===== config.mk =====
export PLATFORM = sky130hd
export DESIGN_NAME = imem_fetch_ctrl
export DESIGN_NICKNAME = d
export VERILOG_FILES = /design/src/rtl/fetch_pkg.sv /design/src/rtl/fetch_queue.sv /design/src/rtl/imem_fetch_ctrl.sv
export SDC_FILE = /design/constraint.sdc
export NUM_CORES = 1
export LEC_CHECK = 0
export ABC_AREA = 1
export BUFFER_PORTS_ARGS = -buffer_cell sky130_fd_sc_hd__buf_2
export CAP_MARGIN = 40
export CORE_MARGIN = 1
export CORE_UTILIZATION = 50
export CTS_CLUSTER_DIAMETER = 120
export CTS_CLUSTER_SIZE = 16
export DETAILED_ROUTE_END_ITERATION = 7
export PLACE_DENSITY = 0.82
export REMOVE_ABC_BUFFERS = 1
export SLEW_MARGIN = 40
export SYNTH_ARGS = -nofsm -noshare
export SYNTH_HDL_FRONTEND = slang
export SYNTH_SLANG_ARGS = --single-unit

===== constraint.sdc =====
create_clock -name clk -period 11.3 [get_ports clk]
set_clock_uncertainty 0.15 [all_clocks]
set_input_delay 1.13 -clock clk [delete_from_list [all_inputs] [get_ports clk]]
set_output_delay 1.13 -clock clk [all_outputs]
set_load 0.02 [all_outputs]

===== src/rtl/fetch_pkg.sv =====
// Shared types and constants for the instruction fetch controller.
// Optional feature macro used by the fetch controller: FETCH_MISALIGN_TRAP_EN.
package fetch_pkg;

  // Instruction presented downstream when no valid fetch is available (addi x0,x0,0).
  localparam logic [31:0] NOP_INSTR = 32'h00000013;

  // Instruction width in bytes; the PC advances by this amount per fetch.
  localparam logic [63:0] INSTR_BYTES = 64'd4;

  typedef enum logic [1:0] {
    FETCH = 2'd0,
    DRAIN = 2'd1,
    HALT  = 2'd2
  } fetch_state_t;

  typedef struct packed {
    logic [63:0] pc;
    logic [31:0] instr;
  } fetch_entry_t;

  // Clears the two low address bits so a target always lands on a word boundary.
  function automatic logic [63:0] word_align(input logic [63:0] addr);
    return addr & ~64'h3;
  endfunction

endpackage


===== src/rtl/fetch_queue.sv =====
// Two-entry FIFO holding fetched {pc, instr} pairs between the instruction
// memory and the IF/ID register. A flush empties it and overrides push/pop.
module fetch_queue
  import fetch_pkg::*;
(
  input  logic         clk,
  input  logic         reset_n,
  input  logic         push,
  input  fetch_entry_t push_data,
  input  logic         pop,
  input  logic         flush,
  output fetch_entry_t head,
  output logic         full,
  output logic         empty,
  output logic [1:0]   count
);

  fetch_entry_t mem [2];
  logic         rd_ptr;
  logic         wr_ptr;
  logic [1:0]   cnt;
  logic [1:0]   cnt_next;
  logic         do_push;
  logic         do_pop;

  // Accept decisions: a same-cycle pop frees the slot a push needs.
  always_comb begin
    do_pop   = pop & (cnt != 2'd0) & ~flush;
    do_push  = push & ((cnt != 2'd2) | do_pop) & ~flush;
    cnt_next = cnt;
    if (flush) begin
      cnt_next = 2'd0;
    end else begin
      case ({do_push, do_pop})
        2'b10:   cnt_next = cnt + 2'd1;
        2'b01:   cnt_next = cnt - 2'd1;
        default: cnt_next = cnt;
      endcase
    end
  end

  // Entry storage; only the pointers and count need a reset.
  always_ff @(posedge clk) begin
    if (do_push) begin
      mem[wr_ptr] <= push_data;
    end
  end

  // Pointer and occupancy tracking.
  always_ff @(posedge clk or negedge reset_n) begin
    if (!reset_n) begin
      rd_ptr <= 1'b0;
      wr_ptr <= 1'b0;
      cnt    <= 2'd0;
    end else if (flush) begin
      rd_ptr <= 1'b0;
      wr_ptr <= 1'b0;
      cnt    <= 2'd0;
    end else begin
      if (do_push) wr_ptr <= ~wr_ptr;
      if (do_pop)  rd_ptr <= ~rd_ptr;
      cnt <= cnt_next;
    end
  end

  // Status and head view.
  always_comb begin
    head  = mem[rd_ptr];
    full  = (cnt == 2'd2);
    empty = (cnt == 2'd0);
    count = cnt;
  end

endmodule


===== src/rtl/imem_fetch_ctrl.sv =====
// Fetch controller: owns the PC, addresses the instruction memory, queues
// returned words with their PC, and handles stalls, EX-stage redirects and
// running off the end of the instruction image.
// Optional feature macro: FETCH_MISALIGN_TRAP_EN (misaligned redirect traps to
// HALT and raises a sticky misalign flag; otherwise targets are word-aligned).
module imem_fetch_ctrl
  import fetch_pkg::*;
#(
  parameter int unsigned IMEM_BYTES = 96,
  parameter logic [63:0] RESET_PC   = 64'h0
) (
  input  logic        clk,
  input  logic        reset_n,
  output logic [63:0] Inst_Adress,
  input  logic [31:0] Instruction,
  input  logic        stall,
  input  logic        redirect,
  input  logic [63:0] redirect_pc,
  output logic        if_valid,
  output logic [31:0] if_instr,
  output logic [63:0] if_pc,
  output logic        halted
`ifdef FETCH_MISALIGN_TRAP_EN
  ,
  output logic        misalign
`endif
);

  // Highest byte address at which a whole instruction still fits in the image.
  localparam logic [63:0] LAST_PC = 64'(IMEM_BYTES) - INSTR_BYTES;

  logic [63:0]  pc;
  fetch_state_t state;
  logic         halted_q;

  logic         in_range;
  logic         pop;
  logic         push_req;
  logic         advance;
  logic         drain_done;
  logic         trap;
  logic [63:0]  target;

  fetch_entry_t q_in;
  fetch_entry_t q_head;
  logic         q_full;
  logic         q_empty;
  logic [1:0]   q_count;

`ifdef FETCH_MISALIGN_TRAP_EN
  logic         misalign_q;
`endif

  // Fetch/pop decisions and redirect target shaping.
  always_comb begin
    // Unsigned compare: a PC that wrapped past 2^64 reads as out of range.
    in_range   = (pc <= LAST_PC);
    pop        = ~q_empty & ~stall;
    push_req   = (state == FETCH) & in_range & ~redirect;
    // Room counts a same-cycle pop, so a full queue keeps streaming.
    advance    = push_req & (~q_full | pop);
    // DRAIN never pushes, so the queue empties after this edge when it is
    // already empty or its last entry is leaving now.
    drain_done = (q_count == 2'd0) | ((q_count == 2'd1) & pop);
    q_in.pc    = pc;
    q_in.instr = Instruction;
`ifdef FETCH_MISALIGN_TRAP_EN
    target     = redirect_pc;
    trap       = (redirect_pc[1:0] != 2'b00);
`else
    target     = word_align(redirect_pc);
    trap       = 1'b0;
`endif
  end

  fetch_queue u_queue (
    .clk       (clk),
    .reset_n   (reset_n),
    .push      (push_req),
    .push_data (q_in),
    .pop       (pop),
    .flush     (redirect),
    .head      (q_head),
    .full      (q_full),
    .empty     (q_empty),
    .count     (q_count)
  );

  // PC and fetch FSM; redirect overrides every other activity.
  always_ff @(posedge clk or negedge reset_n) begin
    if (!reset_n) begin
      pc       <= RESET_PC;
      state    <= FETCH;
      halted_q <= 1'b0;
`ifdef FETCH_MISALIGN_TRAP_EN
      misalign_q <= 1'b0;
`endif
    end else if (redirect) begin
      pc <= target;
      if (trap) begin
        state    <= HALT;
        halted_q <= 1'b1;
`ifdef FETCH_MISALIGN_TRAP_EN
        misalign_q <= 1'b1;
`endif
      end else begin
        state    <= FETCH;
        halted_q <= 1'b0;
      end
    end else begin
      case (state)
        FETCH: begin
          if (!in_range) begin
            state <= DRAIN;
          end else if (advance) begin
            pc <= pc + INSTR_BYTES;
          end
        end
        DRAIN: begin
          if (drain_done) begin
            state    <= HALT;
            halted_q <= 1'b1;
          end
        end
        HALT: begin
          halted_q <= 1'b1;
        end
        default: begin
          state    <= HALT;
          halted_q <= 1'b1;
        end
      endcase
    end
  end

  // Output view of PC, queue head and status.
  always_comb begin
    Inst_Adress = pc;
    if_valid    = ~q_empty;
    if_instr    = q_empty ? NOP_INSTR : q_head.instr;
    if_pc       = q_empty ? 64'h0 : q_head.pc;
    halted      = halted_q;
`ifdef FETCH_MISALIGN_TRAP_EN
    misalign    = misalign_q;
`endif
  end

endmodule


== Word-level counts from Yosys, hierarchy flattened ==
Memories as Yosys holds them, arrays and structs flattened.
Cells that the tools add are included.
Cells by class
  add/subtract/negate cells: 3
  $lt $le $gt $ge: 1
  equality and inequality tests: 11
  muxes and demuxes: 21
  bitwise operators: 18
  reductions and logical operators: 12
Operators by type and width (count)
  64-bit 2-to-1 mux: 5
  64-bit by 3-bit adder with 64-bit output (second input constant): 1
  64-bit by 7-bit less-or-equal comparator with 1-bit output (second input constant): 1
  32-bit 2-to-1 mux: 1
  2-bit nonzero test: 6
  1-bit bitwise AND: 9
  1-bit 2-to-1 mux: 8
  2-bit 2-to-1 mux: 4
  2-bit by 1-bit == test with 1-bit output (second input constant): 3
  2-bit == test (second input constant): 3
  2-bit != test (second input constant): 3
  3-bit != test (second input constant): 2
  1-bit inverter: 6
  2-bit case mux with 3 select lines: 1
  3-bit AND reduction: 2
  2-bit logical NOT: 2
  2-bit case mux with 2 select lines: 1
  1-bit OR: 3
  3-bit nonzero test: 1
  2-bit by 1-bit adder with 2-bit output (second input constant): 1
  1-bit case mux with 2 select lines: 1
  2-bit AND reduction: 1
  2-bit by 1-bit subtractor with 2-bit output (second input constant): 1
Storage, ports and cells
  bits in registers: 71
  bits in writable memories: 192
  bits of input ports: 100
  output and inout bits: 162
  logic and storage cells: 73
  memories kept: 1
Memory list
  u_queue.mem: words 2, bits a word 96, read ports 1, clocked after memory_dff 0, wr ports 1, line fetch_queue.sv:18  | fetch_entry_t mem [2];

== Depth between registers and ports, before layout ==
Gate-level depths: netlist of run 1.
  depth after elaboration: 11
  mapped depth: 12
  depth with buffers taken out: 11

== Cells and area by module ==
Synthesis of run 1 repeated with hierarchy kept, for this count alone.
Second synthesis, totals
  cells, all modules: 1112
  area total of the unflattened synthesis: 11029.3 µm²
Modules (own cells, without submodules)
  fetch_queue: times used 1, cells an instance 540, area each 7240.7 µm², seq. area each 5865.6 µm²
  imem_fetch_ctrl: times used 1, cells an instance 572, area each 3788.6 µm², seq. area each 1626.6 µm²

== Worst setup path before layout of run 1 ==
No wires, ideal clock.
  path kind: input to register
  start point: in stall
  end point: mem u_queue.mem[1][0] in the netlist's numbering (enable)
  library setup time: 529 ps
  arrival: 5456 ps
  data required time: 10621 ps
  path slack: 5165 ps
  stages: 6
  buffers on the path: 1
  cell sequence: nor2_1 -> inv_1 -> a21oi_1 -> nand2_4 -> buf_2 -> nor3_2
On the way
  longest elaborated chain between the ends: 9
RTL lines
  start: declaration: line imem_fetch_ctrl.sv:16  | input logic stall,
  1-bit inverter: line imem_fetch_ctrl.sv:58  | pop = ~q_empty & ~stall;
  1-bit bitwise AND: line imem_fetch_ctrl.sv:58
  1-bit bitwise AND (2 in a row): line fetch_queue.sv:28  | do_pop = pop & (cnt != 2'd0) & ~flush;
  1-bit OR: line fetch_queue.sv:29  | do_push = push & ((cnt != 2'd2) | do_pop) & ~flush;
  1-bit bitwise AND (2 in a row): line fetch_queue.sv:29
  1-bit 2-to-1 mux: line fetch_queue.sv:44  | if (do_push) begin
  1-bit 2-to-1 mux (implied by the code): line fetch_queue.sv:45  | mem[wr_ptr] <= push_data;
  end: declaration: line fetch_queue.sv:18
No other way between the ends.

== Worst setup path in the final report of run 1 ==
  start point: reg u_queue.rd_ptr
  end point: out if_pc[38]
On the way
  longest elaborated chain between the ends: 2
RTL lines
  start: declaration: line fetch_queue.sv:19  | logic rd_ptr;
  start signal: assignment: line fetch_queue.sv:61  | if (do_pop) rd_ptr <= ~rd_ptr;
  memory read 2 x 96 bit
  64-bit 2-to-1 mux: line imem_fetch_ctrl.sv:141  | if_pc = q_empty ? 64'h0 : q_head.pc;
  end: declaration: line imem_fetch_ctrl.sv:21  | output logic [63:0] if_pc,
No other way between the ends.

==> results of run 1 <==
[layout by cell type, fill, tap and decap left out, drive strengths merged]
cell type,n
clkbuf,35
nor3,2
a21oi,8
edfxtp,188
a31oi,1
nor2,280
ha,5
diode,1
o211ai,1
buf,263
nand3,47
xnor2,1
inv,25
nand4,4
o21ai,101
xor2,1
dfrtp,69
nand2,124
o41ai,1
clkinv,3
conb,4
[cell families (layout without fill, tap and decap cells)]
| kind of cell | Yosys count | in the layout | share of synthesized area, % |
|---|---|---|---|
| simple gates | 457 | 457 | 17.9 |
| flops | 257 | 257 | 72.4 |
| compound gates | 112 | 112 | 5.58 |
| buf+inv | 80 | 326 | 3.28 |
| fa+ha+maj | 5 | 5 | 0.615 |
| xor+xnor | 2 | 2 | 0.172 |
| other cells | 1 | 5 | 0.0368 |
[report_power, final]
| group | leakage (nW) | switching, mW | internal [mW] | total [mW] |
|---|---|---|---|---|
| clock | 0.283 | 0.306 | 0.351 | 0.657 |
| sequential | 2.52 | 0.0329 | 1.05 | 1.08 |
| combinational | 2.48 | 0.432 | 0.176 | 0.608 |
| total | 5.28 | 0.771 | 1.57 | 2.34 |
[critical path, stage by stage, from the launching register on]
cell      delay [ps]
dfrtp_2          350
buf_6            550
clkinv_2         670
buf_4            520
nor2_1           190
nor2_1            60
buf_2            160
[worst max path at each step]
stage,cells past startpoint,endpoint,slack [ps]
2_1_floorplan,5,u_queue.mem[1][0]$_DFFE_PP_,5180
3_3_place_gp,9,u_queue.mem[0][1]$_DFFE_PP_,7100
3_5_place_dp,9,u_queue.mem[0][3]$_DFFE_PP_,7040
4_1_cts,6,if_instr[2],6890
5_1_grt,6,if_instr[17],6720
6_report,6,if_pc[38],6950
[routing by layer]
metal / global-route usage (%) / vias to the layer above / wire [um]
li1: - / 3537 / -
met1: 27.3 / 3508 / 9570
met2: 41.7 / 254 / 12500
met3: 3.92 / 35 / 1560
met4: 6.87 / 0 / 483
met5: 0 / - / 0
[flip-flops by register name, summed over array words and instances, names as in the netlist]
name / cells
u_queue.mem: 188
state: 2
u_queue.wr_ptr: 1
u_queue.rd_ptr: 1
halted: 1
u_queue.count: 2
Inst_Adress: 62
[area by class of cell]
| type | instances | area (sq um) | area share (%) |
|---|---|---|---|
| clock buffer | 35 | 578 | 4.72 |
| sequential | 257 | 7370 | 60.2 |
| inverter | 27 | 106 | 0.868 |
| multi-input combinational | 580 | 2490 | 20.3 |
| clock inverter | 1 | 16.3 | 0.133 |
| tap | 265 | 332 | 2.71 |
| timing repair buffer | 263 | 1350 | 11.0 |
| antenna | 1 | 2.50 | 0.0204 |
==> impl_summary.txt, run 1 <==
----------------------------------------------------
[STA]
  Number of max-slew violations in the final report ... 0
  Achievable clock frequency ... 230 MHz
  Final sum of negative setup slack ... 0 ps
  Slew Limit Headroom ... 44.7%
  Worst hold slack after final layout ... 343 ps
  Final period utilization ... 38.5%
  Final Hold Fails ... 0
  Unrepaired setup endpoints after global routing ... false
  Min setup slack post-route ... 6950 ps
  Number of endpoints failing setup at the final stage ... 0
  Post-layout minimum cycle time ... 4350 ps
  Slew of the pin with the lowest slew margin ... 830 ps

[CTS]
  Clock slew seen by the registers of the worst setup and hold paths ... 70 ps
  Clock buffers created by TritonCTS ... 20
  Deepest level of the CTS H-tree ... 1
  Sinks on the clock net ... 257
  Total of cells resized after clock tree synthesis ... 0
  Clock root cell ... clkbuf_16
  Clock Latency Late Sink ... 500 ps
  Total of hold buffers inserted after clock tree synthesis ... 0
  TritonCTS clock tree ... done
  Clock Path Buffers ... 3
  Setup Fix Bufs, Post-CTS ... 0

[Yosys]
  Most frequent cells after synthesis ... 279 x nor2_1, 188 x edfxtp_1, 122 x nand2_1
  Leading register cell type out of synthesis ... edfxtp_1
  Leading cell types by total area after synthesis ... edfxtp_1 55%, dfrtp_1 17%, nor2_1 10%
  Count of flip-flops with a built-in enable after synthesis ... 188
  Fraction of synthesis flops using an asynchronous set or reset pin ... 26.8%
  Library cell occupying the most area in the post-synthesis netlist ... edfxtp_1
  Post-Syn Area ... 10200 sq um
  Distinct cell type count after synthesis ... 29
  Leading cell type by number of instances after synthesis ... nor2_1
  Share of synthesized area occupied by flip-flops and latches ... 72.4%
  Seq cells post-synth ... 257
  Number of warnings reported in the yosys synthesis log ... 0
  Top-area cell type share of the netlist area ... 55.5%
  Per-instance average area after synthesis ... 11.1 sq um
  Number of instances in the synthesized netlist ... 914

[Placed design]
  Routability Congestion ... 0.780
  Area after detailed placement ... 11600 sq um
  Post-detailed-placement half-perimeter wirelength ... 14900 um
  Placed Instances ... 1392
  Post-place setup slack ... 7040 ps
  IO buf count ... 255

[GRT]
  Maximum number of pins on one net before global-route repair ... 96
  Initial antenna violation count ... 1
  Global route total overflow ... 0
  Global-route usage over all layers ... 22.8%
  Global-route wire length before repair ... 36200 um
  Number of global-route vias before repair ... 7138

[Finish]
  Post-synthesis to final-layout area growth ... 20.3%
  Finished Cell Area ... 12200 sq um
  Fill cell total of the finished layout ... 1540
  Ratio of cells with drive above 1 in the final layout ... 25.6%
  Filler-free cell count of the finished design ... 1429
  Util after Layout ... 62.1%
  Post-layout net count ... 1254

[Worst setup path]
  Endpoint of the worst-slack reg-to-reg timing path ... u_queue.mem[0][17]$_DFFE_PP_
  Worst setup path category ... flop to primary output
  Origin of the worst setup path ... u_queue.rd_ptr$_DFFE_PN0P_
  Sort of element at the start of the critical path ... flop
  Required @ worst endpoint ... 10020 ps
  FF-to-FF setup slack ... 7560 ps
  CP Data Arrival Time ... 3070 ps
  Largest fanout of any net on the critical path ... 95
  Number of cells on the worst reg-to-reg path ... 12
  Endpoint type of the worst setup path ... primary output
  Launch instance of the worst register-to-register path ... Inst_Adress[55]$_DFFE_PN0P_

[Hold path]
  Endpoint, Worst Hold ... state[0]$_DFFE_PN0P_
  Cells on Worst Hold Path ... 1
  Hold path start ... state[1]$_DFFE_PN0P_
  Type of the tightest min-delay check ... flop to flop

[Route]
  Routed wire length ... 24200 um
  Detailed Routing Iterations Pass 1 ... 5
  Starting DRC count in detailed routing ... 289
  Residual DRC ... 0
  Vias per cell ... 5.13
  Number of routed nets with antenna violations ... 0
  DR vias ... 7334
  Routed length per instance ... 16.9 um

[Pwr]
  Total chip power ... 2.34 mW
  Leakage ... 5.28 nW
  Power per cell area ... 191 nW/um^2
  Worst ir drop on vdd ... 0.000114 V

[Run status]
  Status ... finished clean

[Floorplanning]
  Die height ... 145 um
  Effective utilization at floorplan ... 51.6%
  Number of top-level pins ... 262
  Area inside the core boundary ... 19700 sq um
  Floorplan row count ... 51
  Overall die width ... 145 um
  Area of the die ... 20900 sq um

[Job]
  Number of maximum-capacitance constraint violations ... 0

----------------------------------------------------
Note: power is estimated with default switching activity, not from simulation.
==> run 2: changes to the inputs <==
==> constraint.sdc (replaced) <==
create_clock -name clk -period 4.37 [get_ports clk]
set_clock_uncertainty 0.15 [all_clocks]
set_input_delay 0.437 -clock clk [delete_from_list [all_inputs] [get_ports clk]]
set_output_delay 0.437 -clock clk [all_outputs]
set_load 0.02 [all_outputs]
==> impl_summary.txt, run 2 (same netlist as run 1, synthesis figures left out) <==
----------------------------------------------------
[Run status]
  Status ... finished clean

[Route]
  Number of routed nets with antenna violations ... 0 (unchanged)
  Routed length per instance ... 16.7 um (-0.97%)
  Routed wire length ... 25200 um (+4.2%)
  Starting DRC count in detailed routing ... 399 (+38%)
  DR vias ... 7654 (+4.4%)
  Residual DRC ... 0 (unchanged)
  Vias per cell ... 5.09 (-0.84%)
  Detailed Routing Iterations Pass 1 ... 5 (unchanged)

[Placed design]
  Post-detailed-placement half-perimeter wirelength ... 14800 um (-0.58%)
  IO buf count ... 255 (unchanged)
  Routability Congestion ... 0.793 (+1.7%)
  Placed Instances ... 1394 (+0.14%)

[Pwr]
  Sequential cell fraction of total power ... 45.2% (-0.8 points)
  Power per cell area ... 473 nW/um^2 (+150%)
  Clock network fraction of design power ... 27.9% (about the same)
  Switching share of total power ... 33.1% (+0.15 points)
  Total chip power ... 6.16 mW (+160%)
  Switching power summed over all nets ... 2.04 mW (+160%)
  Cell internal pwr ... 4.13 mW (+160%)
  Leakage ... 5.61 nW (+6.2%)
  Worst ir drop on vdd ... 0.000307 V (+170%)
  Combinational group share of total power ... 26.9% (+1.0 points)

[Floorplanning]
  Die height ... 145 um (unchanged)
  Area of the die ... 20900 sq um (unchanged)
  Area inside the core boundary ... 19700 sq um (unchanged)
  Effective utilization at floorplan ... 51.6% (unchanged)
  Overall die width ... 145 um (unchanged)
  Floorplan row count ... 51 (unchanged)
  Number of top-level pins ... 262 (unchanged)

[Finish]
  Most common cell after layout, fill and taps aside ... nor2_1
  Number of flip-flops under the largest register name ... 188 (unchanged)
  Most flops, register ... u_queue.mem
  Fill cell total of the finished layout ... 1417 (-8.0%)
  Post-synthesis to final-layout area growth ... 28.0%
  Most used cells in the layout excluding fill and tap cells ... 279 x nor2_1, 254 x buf_2, 188 x edfxtp_1, 122 x nand2_1, 95 x o21ai_0
  Util after Layout ... 66.0% (+3.9 points)
  Filler-free cell count of the finished design ... 1504 (+5.2%)
  Multi-input gate area ... 2490 sq um (unchanged)
  Post-layout net count ... 1329 (+6.0%)
  Sequential cell area ... 7370 sq um (unchanged)
  Ratio of cells with drive above 1 in the final layout ... 24.3% (-1.3 points)

[STA]
  Worst hold slack after final layout ... 10.2 ps (-333 ps)
  Unrepaired setup endpoints after global routing ... false
  Number of endpoints failing setup at the final stage ... 0 (unchanged)
  Final period utilization ... 74.5%
  Number of max-slew violations in the final report ... 0 (unchanged)
  Post-layout minimum cycle time ... 3260 ps
  Slew Limit Headroom ... 49.7% (+5.0 points)
  Achievable clock frequency ... 307 MHz
  Slew of the pin with the lowest slew margin ... 753 ps (-76.8 ps)
  Final Hold Fails ... 0 (unchanged)
  Final sum of negative setup slack ... 0 ps (unchanged)

[Worst setup path]
  Critical path endpoint ... u_queue.mem[0][10]$_DFFE_PP_
  Endpoint of the worst-slack reg-to-reg timing path ... u_queue.mem[0][10]$_DFFE_PP_
  Origin of the worst setup path ... u_queue.count[0]$_DFFE_PN0P_
  Worst setup path category ... flop to flop
  Number of cells on the worst reg-to-reg path ... 10 (-2)
  Largest fanout of any net on the critical path ... 36 (-62%)
  FF-to-FF setup slack ... 1110 ps (-6450 ps)
  Required @ worst endpoint ... 4380 ps (-5640 ps)
  Launch instance of the worst register-to-register path ... u_queue.count[0]$_DFFE_PN0P_
  CP Data Arrival Time ... 3260 ps (+190 ps)
  Endpoint type of the worst setup path ... flop
  Sort of element at the start of the critical path ... flop

[Hold path]
  Cells on Worst Hold Path ... 3 (+2)
  Type of the tightest min-delay check ... input pin to flop

[CTS]
  Sinks on the clock net ... 257 (unchanged)
  Clock buffers created by TritonCTS ... 20 (unchanged)
  Clock root cell ... clkbuf_16
  TritonCTS clock tree ... done
  Clock Path Buffers ... 3 (unchanged)
  Setup Fix Bufs, Post-CTS ... 0 (unchanged)
  Clock Latency Late Sink ... 500 ps (about the same)
  Deepest level of the CTS H-tree ... 1 (unchanged)
  Clock slew seen by the registers of the worst setup and hold paths ... 70 ps (about the same)

[GRT]
  Global route total overflow ... 0 (unchanged)
  Initial antenna violation count ... 1 (unchanged)
  Global-route usage over all layers ... 23.8% (+1.1 points)
  Number of global-route vias before repair ... 7339 (+2.8%)
  Global-route wire length before repair ... 37500 um (+3.6%)
  Maximum number of pins on one net before global-route repair ... 95 (-1.0%)

[Job]
  Number of maximum-capacitance constraint violations ... 0 (unchanged)

----------------------------------------------------
[run 2: changes by cell type in the layout (fill, tap and decap cells not counted), sizes merged]
cell,before,now
dlygate4sd3,0,72
buf,263,266
inv,25,26
clkinv,3,2
[run 2: per-layer routing]
| metal | GRT usage (%) | wire [um] | vias up | part of all wire, % |
|---|---|---|---|---|
| met1 | 27.9 | 9820 | 3620 | 39 |
| met5 | 0 | 0 | - | 0 |
| met3 | 4.44 | 1780 | 58 | 7.1 |
| li1 | - | - | 3685 | - |
| met4 | 9.36 | 889 | 0 | 3.5 |
| met2 | 43.2 | 12700 | 291 | 50 |
[run 2: per-stage QoR]
| step | instance area [sq um] | setup WS, ps |
|---|---|---|
| 2_1_floorplan | 9960 | -1320 |
| 3_3_place_gp | 11700 | 1200 |
| 3_5_place_dp | 11700 | 1130 |
| 4_1_cts | 13000 | 1110 |
| 5_1_grt | 13000 | 883 |
| 6_report | 13000 | 1110 |
[run 2: how the worst min path moves through the flow]
| stage | start | endpoint | slack (ps) |
|---|---|---|---|
| after floorplan | reset_n | Inst_Adress[10]$_DFFE_PN0P_ | -9 |
| after global placement | state[0]$_DFFE_PN0P_ | state[0]$_DFFE_PN0P_ | 320 |
| after detailed placement | Inst_Adress[18]$_DFFE_PN0P_ | u_queue.mem[1][50]$_DFFE_PP_ | 330 |
| after CTS | redirect_pc[57] | Inst_Adress[57]$_DFFE_PN0P_ | 1 |
| after global routing | redirect_pc[45] | Inst_Adress[45]$_DFFE_PN0P_ | 5 |
| final | redirect_pc[57] | Inst_Adress[57]$_DFFE_PN0P_ | 10 |
[run 2: repair_timing]
item,in CTS,in global routing
resized for setup,0,0
hold buffers,72,0
endpoints found under the hold margin,172,0
[run 2: layout make-up]
class,instances,area share [%]
flip-flops and latches,257,56.6
multi-input cells,580,19.1
repair buffers,338,16.3
clock buffers,35,4.44
well taps,265,2.55
inverters,27,0.807
clock inverters,1,0.125
diodes,1,0.0192
[run 2: worst max-delay path: stages (launching register included)]
cell     delay, ps
dfrtp_1        390
inv_1           90
ha_1           240
nor2_1         160
inv_1          110
a21oi_1        280
nand2_4        370
nor2_1         240
nand2_1        130
inv_4          290
buf_4          410
[run 2: power groups by stage]
stage          logic [mW]  clock network (mW)  registers, mW
6_report             1.66                1.72           2.79
5_1_grt              1.84                1.84           2.80
4_1_cts              1.65                1.75           2.79
3_5_place_dp         1.60                   0           2.84
3_3_place_gp         1.57                   0           2.83
2_1_floorplan       0.878                   0           2.92
